## config.mk

```make
export PLATFORM = sky130hd
export DESIGN_NAME = uart_rx
export DESIGN_NICKNAME = d
export VERILOG_FILES = /design/src/rtl/uart_rx.sv
export SDC_FILE = /design/constraint.sdc
export NUM_CORES = 1
export LEC_CHECK = 0
export BUFFER_PORTS_ARGS = -buffer_cell sky130_fd_sc_hd__buf_2
export CORE_AREA = 5 5 68 70
export CTS_BUF_LIST = sky130_fd_sc_hd__clkbuf_8
export DETAILED_ROUTE_END_ITERATION = 8
export DIE_AREA = 0 0 73 75
export HOLD_SLACK_MARGIN = 0.08
export SETUP_SLACK_MARGIN = 0.02
export SYNTH_ARGS = -nofsm -noshare
export SYNTH_HDL_FRONTEND = slang
export SYNTH_SLANG_ARGS = --single-unit
export TNS_END_PERCENT = 1
```

## constraint.sdc

```tcl
create_clock -name clk -period 2 [get_ports clk]
set_input_delay 0.3 -clock clk [delete_from_list [all_inputs] [get_ports clk]]
set_output_delay 0.3 -clock clk [all_outputs]
set_load 0.01 [all_outputs]
```

## src/rtl/uart_rx.sv

```systemverilog
// uart_rx: 8N1 serial receiver (counterpart of uart_tx).
// Accepts host command bytes from the USB-UART bridge. The line is
// synchronized, false starts are rejected, and a low stop bit is flagged.
//
// Ports:
//   clk            system clock
//   rst            asynchronous reset, active-high
//   rx             serial line, idle high, asynchronous to clk
//   rx_data        last correctly received word (held until the next good frame)
//   rx_data_valid  one-cycle strobe, rx_data is new this cycle
//   receiving      high while a frame is in progress (START, DATA, STOP)
//   framing_error  one-cycle strobe, stop bit sampled low
//
// CLKS_PER_BIT must be >= 4.
module uart_rx #(
    parameter int unsigned WIDTH        = 8,
    parameter int unsigned CLKS_PER_BIT = 104
) (
    input  logic             clk,
    input  logic             rst,
    input  logic             rx,
    output logic [WIDTH-1:0] rx_data,
    output logic             rx_data_valid,
    output logic             receiving,
    output logic             framing_error
);

    localparam int unsigned CNT_W = $clog2(CLKS_PER_BIT);
    localparam int unsigned IDX_W = (WIDTH > 1) ? $clog2(WIDTH) : 1;

    localparam logic [CNT_W-1:0] HALF_LAST = CNT_W'(CLKS_PER_BIT / 2 - 1);
    localparam logic [CNT_W-1:0] BIT_LAST  = CNT_W'(CLKS_PER_BIT - 1);
    localparam logic [IDX_W-1:0] IDX_LAST  = IDX_W'(WIDTH - 1);

    typedef enum logic [2:0] {
        S_WAIT_IDLE,
        S_IDLE,
        S_START,
        S_DATA,
        S_STOP
    } state_t;

    state_t             state, state_n;
    logic               rx_m, rx_s;
    logic [CNT_W-1:0]   cnt, cnt_n;
    logic [IDX_W-1:0]   idx, idx_n;
    logic [WIDTH-1:0]   shift, shift_n;
    logic [WIDTH-1:0]   rx_data_n;
    logic               valid_n;
    logic               ferr_n;
    logic               receiving_n;

    // Two-flop synchronizer; only rx_s is used downstream.
    always_ff @(posedge clk or posedge rst) begin
        if (rst) begin
            rx_m <= 1'b0;
            rx_s <= 1'b0;
        end else begin
            rx_m <= rx;
            rx_s <= rx_m;
        end
    end

    // State and datapath registers.
    always_ff @(posedge clk or posedge rst) begin
        if (rst) begin
            state         <= S_WAIT_IDLE;
            cnt           <= '0;
            idx           <= '0;
            shift         <= '0;
            rx_data       <= '0;
            rx_data_valid <= 1'b0;
            framing_error <= 1'b0;
            receiving     <= 1'b0;
        end else begin
            state         <= state_n;
            cnt           <= cnt_n;
            idx           <= idx_n;
            shift         <= shift_n;
            rx_data       <= rx_data_n;
            rx_data_valid <= valid_n;
            framing_error <= ferr_n;
            receiving     <= receiving_n;
        end
    end

    // Next-state and next-output logic.
    always_comb begin
        state_n   = state;
        cnt_n     = cnt;
        idx_n     = idx;
        shift_n   = shift;
        rx_data_n = rx_data;
        valid_n   = 1'b0;
        ferr_n    = 1'b0;

        case (state)
            // A line held low (break, or reset mid-frame) must go high
            // before a falling edge can count as a start bit.
            S_WAIT_IDLE: begin
                cnt_n = '0;
                if (rx_s) begin
                    state_n = S_IDLE;
                end
            end
            S_IDLE: begin
                cnt_n = '0;
                if (!rx_s) begin
                    state_n = S_START;
                end
            end
            // Re-check at mid start bit; a high line here was a glitch.
            S_START: begin
                if (cnt == HALF_LAST) begin
                    cnt_n   = '0;
                    idx_n   = '0;
                    state_n = rx_s ? S_IDLE : S_DATA;
                end else begin
                    cnt_n = cnt + CNT_W'(1);
                end
            end
            S_DATA: begin
                if (cnt == BIT_LAST) begin
                    cnt_n          = '0;
                    shift_n[idx]   = rx_s;
                    idx_n          = idx + IDX_W'(1);
                    if (idx == IDX_LAST) begin
                        state_n = S_STOP;
                    end
                end else begin
                    cnt_n = cnt + CNT_W'(1);
                end
            end
            // Leaving at mid stop bit lets a back-to-back start edge be caught.
            S_STOP: begin
                if (cnt == BIT_LAST) begin
                    cnt_n = '0;
                    if (rx_s) begin
                        rx_data_n = shift;
                        valid_n   = 1'b1;
                        state_n   = S_IDLE;
                    end else begin
                        ferr_n  = 1'b1;
                        state_n = S_WAIT_IDLE;
                    end
                end else begin
                    cnt_n = cnt + CNT_W'(1);
                end
            end
            default: begin
                cnt_n   = '0;
                state_n = S_WAIT_IDLE;
            end
        endcase

        receiving_n = (state_n == S_START) || (state_n == S_DATA) || (state_n == S_STOP);
    end

endmodule

```

# == Yosys cells after proc, flatten, opt, wreduce, memory -nomap -nowiden ==
# Cells that the tools add are included.
# W data, S select, Z words.
# totals
register_bits,34
elab_cells,59
memories,0
ramBits,0
in_bits,3
mem_bits_ro,0
latchBits,0
output_inout_bits,11
# op_classes
addsub,2
div,0
order_cmp,2
n_mul,0
mux,24
shift,0
n_bitwise,0
reduce_logical,9
eq_ne,12
# ops
cell,count
$mux W3,8
$pmux W3 S5,1
$mux W7,2
$pmux W7 S2,1
$eq A3 B2 Y1 const B,4
$eq A3 B3 Y1 const B,3
$bwmux W8,1
$mux W1,8
$add A7 B1 Y7 const B,1
$eq A7 B6 Y1 const B,1
$eq A7 B7 Y1 const B,1
$pmux W3 S2,1
$reduce_and A3 Y1,2
$lt A3 B4 Y1 const B,1
$ne A2 B2 Y1 const B,2
$add A3 B1 Y3 const B,1
$demux W1 S3,1
$eq A3 B1 Y1 const B,1
$ge A3 B1 Y1 const B,1
$logic_not A3 Y1,1
$logic_or A1 B1 Y1,2
$mux W2,1
$reduce_and A2 Y1,1
$reduce_bool A2 Y1,1
other kinds (2),2

# == Longest topological paths before layout ==
# Gate-level depths: netlist (run 1).
# logic_depth
ltp_word,7
depth_mapped,7

# == Worst setup path after synthesis (run 1) ==
# Ideal clock, no wire load.
# synth_path
kind,reg2reg
start,reg cnt[0]
end,reg receiving
stages_incl_launch_ff,8
setup_slack_ns,0.283
t_arrival_ns,1.593
setup_time_ns,0.124
required_ns,1.876
n_path_buf,2
synth_period_minus_slack_ns,1.717
cell_sequence,dfrtp_1 ha_1 and4b_1 buf_6 and2_4 buf_6 a31o_2 or2_1
# synth_between
elab_chain_cells,6
word_cells_on_any_way,11
classes_between,eq/ne: 5; mux: 4; reduce/logical: 2
# synth_rtl
element,line,rtl
"start, declared",45,"logic [CNT_W-1:0] cnt, cnt_n;"
"start signal, assigned",77,cnt <= cnt_n;
$eq A7 B7 Y1 / $eq A7 B6 Y1 (equally long branches),"123, 136, 114",
$mux W3 (on tied branches),"136, 114, 123",
$pmux W3 S5 *,97,case (state)
named net state_n[2],43,"state_t state, state_n;"
$eq A3 B2 Y1,156,receiving_n = (state_n == S_START) || (state_n == S_DATA) || (state_n == S_STOP);
$logic_or A1 B1 Y1,156,
$logic_or A1 B1 Y1 *,156,
named net receiving_n,51,logic receiving_n;
"end signal, assigned",83,receiving <= receiving_n;
"end, declared",24,"output logic receiving,"
# Mark *: on every way through the listed nets, which the timed path passes. The rest lies on a longest branch.
# A chain may end at the register's enable or synchronous reset.

# == Worst setup path in the final report (run 1) ==
# layout_path
start,reg cnt[0]
end,reg shift[2]
# layout_between
elab_chain_cells,2
# layout_rtl
element,line,rtl
$eq A7 B7 Y1,123,if (cnt == BIT_LAST) begin
$reduce_and A2 Y1 (no source line),n/a,
"end signal, assigned",79,shift <= shift_n;
"end, declared",47,"logic [WIDTH-1:0] shift, shift_n;"
# No other way between the ends.

==> results of run 1 <==
-- cells by family after synthesis --
group	after synthesis	share of synthesized area
DFF	34	0.557
AOI/OAI and AO/OA	10	0.0500
adders and majority gates	3	0.0246
xor gates and xnor gates	6	0.0344
and+or+nand+nor	49	0.183
buffers and inverters	6	0.0262
muxes	17	0.124
-- through the flow --
stage | util | setup slack (ns) | total power, uW
finish | 0.451 | 0.194 | 1730
CTS | 0.449 | 0.118 | 1770
detailed placement | 0.421 | 0.128 | 1170
global route | 0.451 | 0.0514 | 1840
floorplan | - | 0.283 | 1100
global placement | 0.421 | 0.202 | 1160
-- flip-flops by register name (all words and copies together) (netlist names) --
register	count
state	3
rx_m	1
framing_error	1
rx_s	1
cnt	7
rx_data_valid	1
rx_data	8
receiving	1
shift	8
idx	3
-- report_power, final --
part / internal [uW] / switching, uW
Clock: 347 / 229
Sequential: 779 / 104
Combinational: 139 / 133
-- final cells by class --
cell class	instances	area, um2	share of cell area
Tap cell	50	62.6	0.0354
Clock buffer	8	110	0.0624
Sequential cell	34	851	0.482
Inverter	1	3.75	0.00213
Multi-Input combinational cell	85	643	0.364
Timing Repair Buffer	17	95.1	0.0539
-- how the worst max path moves through the flow --
stage / to / slack [ns] / depth (start not counted)
2_1_floorplan: receiving$_DFF_PP0_ / 0.28 / 7
3_3_place_gp: shift[2]$_DFFE_PP0P_ / 0.20 / 5
3_5_place_dp: shift[2]$_DFFE_PP0P_ / 0.13 / 5
4_1_cts: shift[2]$_DFFE_PP0P_ / 0.12 / 5
5_1_grt: shift[2]$_DFFE_PP0P_ / 0.05 / 5
6_report: shift[2]$_DFFE_PP0P_ / 0.19 / 5
-- per-layer routing --
layer,wire length (um),vias up
met5,0,-
met4,58,0
met3,137,7
met2,1230,16
met1,1090,493
li1,-,480
-- synth_stat cells, types with 2 or more instances --
cell type	number	share of area
dfrtp_1	34	0.56
mux2_2	14	0.10
nor2_1	12	0.029
nand3_1	8	0.026
nand2_1	5	0.012
nor3_1	5	0.016
xnor2_1	4	0.023
ha_1	3	0.025
nor2b_1	3	0.012
a31o_2	2	0.011
a32o_1	2	0.013
buf_2	2	0.0066
buf_6	2	0.015
mux2_1	2	0.015
nand2b_1	2	0.0082
nor4_1	2	0.0082
xor2_1	2	0.011
-- tightest hold or removal path: stages --
cell	delay, ns
buf_2	0.09
inv_1	0.04
buf_4	0.37
-- what timing repair did --
| item | in CTS | in global routing |
|---|---|---|
| hold buffers | 0 | 0 |
| endpoints found under the setup margin | 0 | 1 |
| gates resized for setup | 0 | 1 |
==> metrics.csv, run 1 <==
metric,value,unit
maxSlewViolCount,0,
clkSinkCount,34,
path_max_fanout,7,
gp_congestion,0.854,
cp_cell_sequence,"ha_1, and4b_1, nand2_1, nor4_2, mux2_2",
initial_core_util,0.390,
syn_inst,125,
drive_gt1_frac,0.324,
timing.fmax,554,MHz
fin_tns_setup,0,ns
slowest_delay,0.37,ns
final_hold_viol_count,0,
required,2.17,ns
grtUsageMet3,0.0401,
rr_endpoint,shift[2]$_DFFE_PP0P_,
crit_family,simple AND/OR/NAND/NOR gates,
leakagePower,0.000864,uW
antennaDiodeCount,0,
hold_ws,0.102,ns
met2_usage,0.186,
port_buffers,13,
areaGrowthSynthToFinish,15.6,%
yosys_warnings,0,
nets,150,
place_hpwl,1850,um
rsz0062_at_grt,no,
ir_drop,0.435,mV
final_cell_mix,"dfrtp_1 (34), mux2_2 (14), buf_2 (13)",
viasPerCell,5.11,
regToRegStartpoint,cnt[0]$_DFF_PP0_,
reg2reg_depth,5,
grt_max_degree,35,
drtAntennaViolNets,0,
powerDensity,981,mW/mm2
grtUsageMet1,0.109,
grt_pass1_wl,4350,um
final_common_cell,dfrtp_1,
post-route-drc-count,0,
core,0.00391,mm2
vias,996,
clockRootBuffer,clkbuf_8,
cts_tree,built,
cts_setup_buffers,0,
wl_per_cell,12.9,um
place_area,0.00165,mm2
syn_area,0.00153,mm2
drt_iter0_drc,37,
setup_violations,0,
post-place-cells,187,
synth_async_sr_flop_share,1.00,
ios,14,
cp-start-kind,flip-flop,
r2r_setup_slack,0.19,ns
cp.arrival,1.98,ns
synth_edf_count,0,
critical_path_class,reg -> reg,
grt-ovfl-total,0,
cp_num_buf_inv,0,
clock_path_buffers,2,
std_cell_rows,23,
yosys_register_bits,34,
synth_flop_cell,dfrtp_1,
skew,0.00351,ns
clkTransAtPathRegs,0.06,ns
status,finished clean,
slew_headroom,0.702,
synth_fp_nets,131,
gr-usage-all-layers,0.105,
antenna_found_initial,0,
tightest_slew,0.447,ns
grt_pass1_vias,996,
final_cells,195,
busiest_layer,met2,
slowest_stage,dfrtp_1,
die_area,0.00548,mm2
nFillCells,392,
hp-class,in -> async,
numCtsBuffers,5,
cts_max_level,2,
maxCapViolCount,0,
endpoint_kind,flip-flop,
synth.distinct_cells,38,
seq_area_frac_synth,0.557,
dr.pass1.iters,4,
fin_crit_sh,0.903,
die_w,73,um
drt-total-wl,2520,um
clock_latency,0.28,ns
stdcell_area,0.00177,mm2
synth_area_per_cell,12.2,um2
die_h,75,um
period_needed,1.81,ns
crit_start,cnt[0]$_DFF_PP0_,
(Power assumes the default switching activity.)
==> run 2: changes to the inputs <==
--- a/config.mk
+++ b/config.mk
@@ -11,6 +11,7 @@
 export DETAILED_ROUTE_END_ITERATION = 8
 export DIE_AREA = 0 0 73 75
 export HOLD_SLACK_MARGIN = 0.08
+export MAX_ROUTING_LAYER = met4
 export SETUP_SLACK_MARGIN = 0.02
 export SYNTH_ARGS = -nofsm -noshare
 export SYNTH_HDL_FRONTEND = slang
==> run 2 against run 1 <==
  * Sequential share of layout area stayed put
  * Clock skew hardly changed
  * Hold slack hardly changed
  * Global-route usage is 0.33 points higher
  * Combinational power hardly changed
  * Worst setup slack hardly changed
  * Register-to-register slack hardly changed
  * Clock-buffer cell count stayed put
  * Clock power hardly changed
  * Final cell count stayed put
==> metrics.csv, run 2 (synthesis gave the netlist of run 1 again) <==
metric,value,unit
status,finished clean,
leakagePower,0.000864,uW
met2_usage,0.186,
core,0.00391,mm2
gr-usage-all-layers,0.109,
r2r_setup_slack,0.19,ns
antennaDiodeCount,0,
rsz0062_at_grt,no,
rr_endpoint,shift[2]$_DFFE_PP0P_,
drive_gt1_frac,0.324,
top_regs,"rx_data (8), shift (8), cnt (7)",
grtUsageMet1,0.109,
ir_drop,0.435,mV
setup_slack,0.193,ns
clkTransAtPathRegs,0.06,ns
slowest_delay,0.37,ns
skew,0.00346,ns
final_common_cell,dfrtp_1,
fin_crit_sh,0.903,
reg2reg_depth,5,
die_w,73,um
multi_input_area,643,um2
critical_path_class,reg -> reg,
grt-ovfl-total,0,
hp-class,in -> async,
endpoint_kind,flip-flop,
slowest_stage,dfrtp_1,
crit_end,shift[2]$_DFFE_PP0P_,
cts_max_level,2,
period_needed,1.81,ns
areaGrowthSynthToFinish,15.6,%
dr.pass1.iters,4,
path_max_fanout,7,
setup_violations,0,
grt_pass1_wl,4350,um
grtUsageMet3,0.0401,
ios,14,
timing.fmax,554,MHz
clkSinkCount,34,
drt_iter0_drc,37,
tightest_slew,0.447,ns
post-place-ws,0.128,ns
drt-total-wl,2520,um
place_hpwl,1850,um
grt_pass1_vias,995,
numCtsBuffers,5,
regToRegStartpoint,cnt[0]$_DFF_PP0_,
die_h,75,um
cp.arrival,1.98,ns
die_area,0.00548,mm2
final_hold_viol_count,0,
slew_headroom,0.702,
gp_congestion,0.867,
port_buffers,13,
cp-start-kind,flip-flop,
clock_latency,0.28,ns
nets,150,
crit_start,cnt[0]$_DFF_PP0_,
vias,999,
grt_max_degree,35,
initial_core_util,0.390,
hold_buffers,0,
post-route-drc-count,0,
required,2.17,ns
busiest_layer,met2,
final_cell_mix,"dfrtp_1 (34), mux2_2 (14), buf_2 (13)",
cp_cell_sequence,"ha_1, and4b_1, nand2_1, nor4_2, mux2_2",
drtAntennaViolNets,0,
fin_tns_setup,0,ns
viasPerCell,5.12,
post-place-cells,187,
clockRootBuffer,clkbuf_8,
final_cells,195,
std_cell_rows,23,
regArea,851,um2
cts_tree,built,
nFillCells,392,
clock_path_buffers,2,
maxCapViolCount,0,
antenna_found_initial,0,
maxSlewViolCount,0,
powerDensity,980,mW/mm2
wl_per_cell,12.9,um
## run 2: cell counts in the layout (fill, tap and decap cells not counted)
Identical to the previous run, type by type.
## run 2: critical path, delay by kind of cell, from the launching register on
family	cells	cell delay, ns
DFF	1	0.37
muxes	1	0.36
and+or+nand+nor	3	0.75
adders and majority gates	1	0.23
## run 2: how the worst min path moves through the flow
stage                               from                    to  slack (ns)  cells past startpoint
after CTS                             rx        rx_m$_DFF_PP0_        0.11                      1
final                                rst  shift[4]$_DFFE_PP0P_        0.10                      3
after detailed placement  rx_m$_DFF_PP0_        rx_s$_DFF_PP0_        0.34                      0
after global routing                  rx        rx_m$_DFF_PP0_        0.11                      1
after global placement    rx_m$_DFF_PP0_        rx_s$_DFF_PP0_        0.34                      0
after floorplan           rx_m$_DFF_PP0_        rx_s$_DFF_PP0_        0.33                      0
## run 2: layout make-up
type                            instances  area share
Clock buffer                            8      0.0624
Inverter                                1     0.00213
Multi-Input combinational cell         85       0.364
Sequential cell                        34       0.482
Tap cell                               50      0.0354
Timing Repair Buffer                   17      0.0539
## run 2: report_power, final
group          internal [uW]  switching, uW  total [uW]  leakage, uW
sequential               779            104         883     0.000446
combinational            139            132         272     0.000360
clock                    347            229         576    0.0000575
## run 2: per-stage QoR
stage / hold WS, ns / power [uW] / cell area [um2] / util
floorplan: 0.331 / 1100 / 1530 / -
global placement: 0.340 / 1160 / 1650 / 0.421
detailed placement: 0.342 / 1170 / 1650 / 0.421
CTS: 0.115 / 1770 / 1760 / 0.449
global route: 0.106 / 1840 / 1770 / 0.451
finish: 0.102 / 1730 / 1770 / 0.451
## run 2: timing repair
| action | 4_1_cts | 5_1_grt |
|---|---|---|
| endpoints found under the hold margin | 0 | 0 |
| setup buffers | 0 | 0 |
| endpoints found under the setup margin | 0 | 1 |
| resized for setup | 0 | 1 |
## run 2: routing by layer
metal	vias up	wire length (um)	part of all wire
met5	-	0	0
met4	0	53	0.021
met3	8	140	0.056
met2	18	1230	0.49
met1	493	1090	0.43
li1	480	-	-
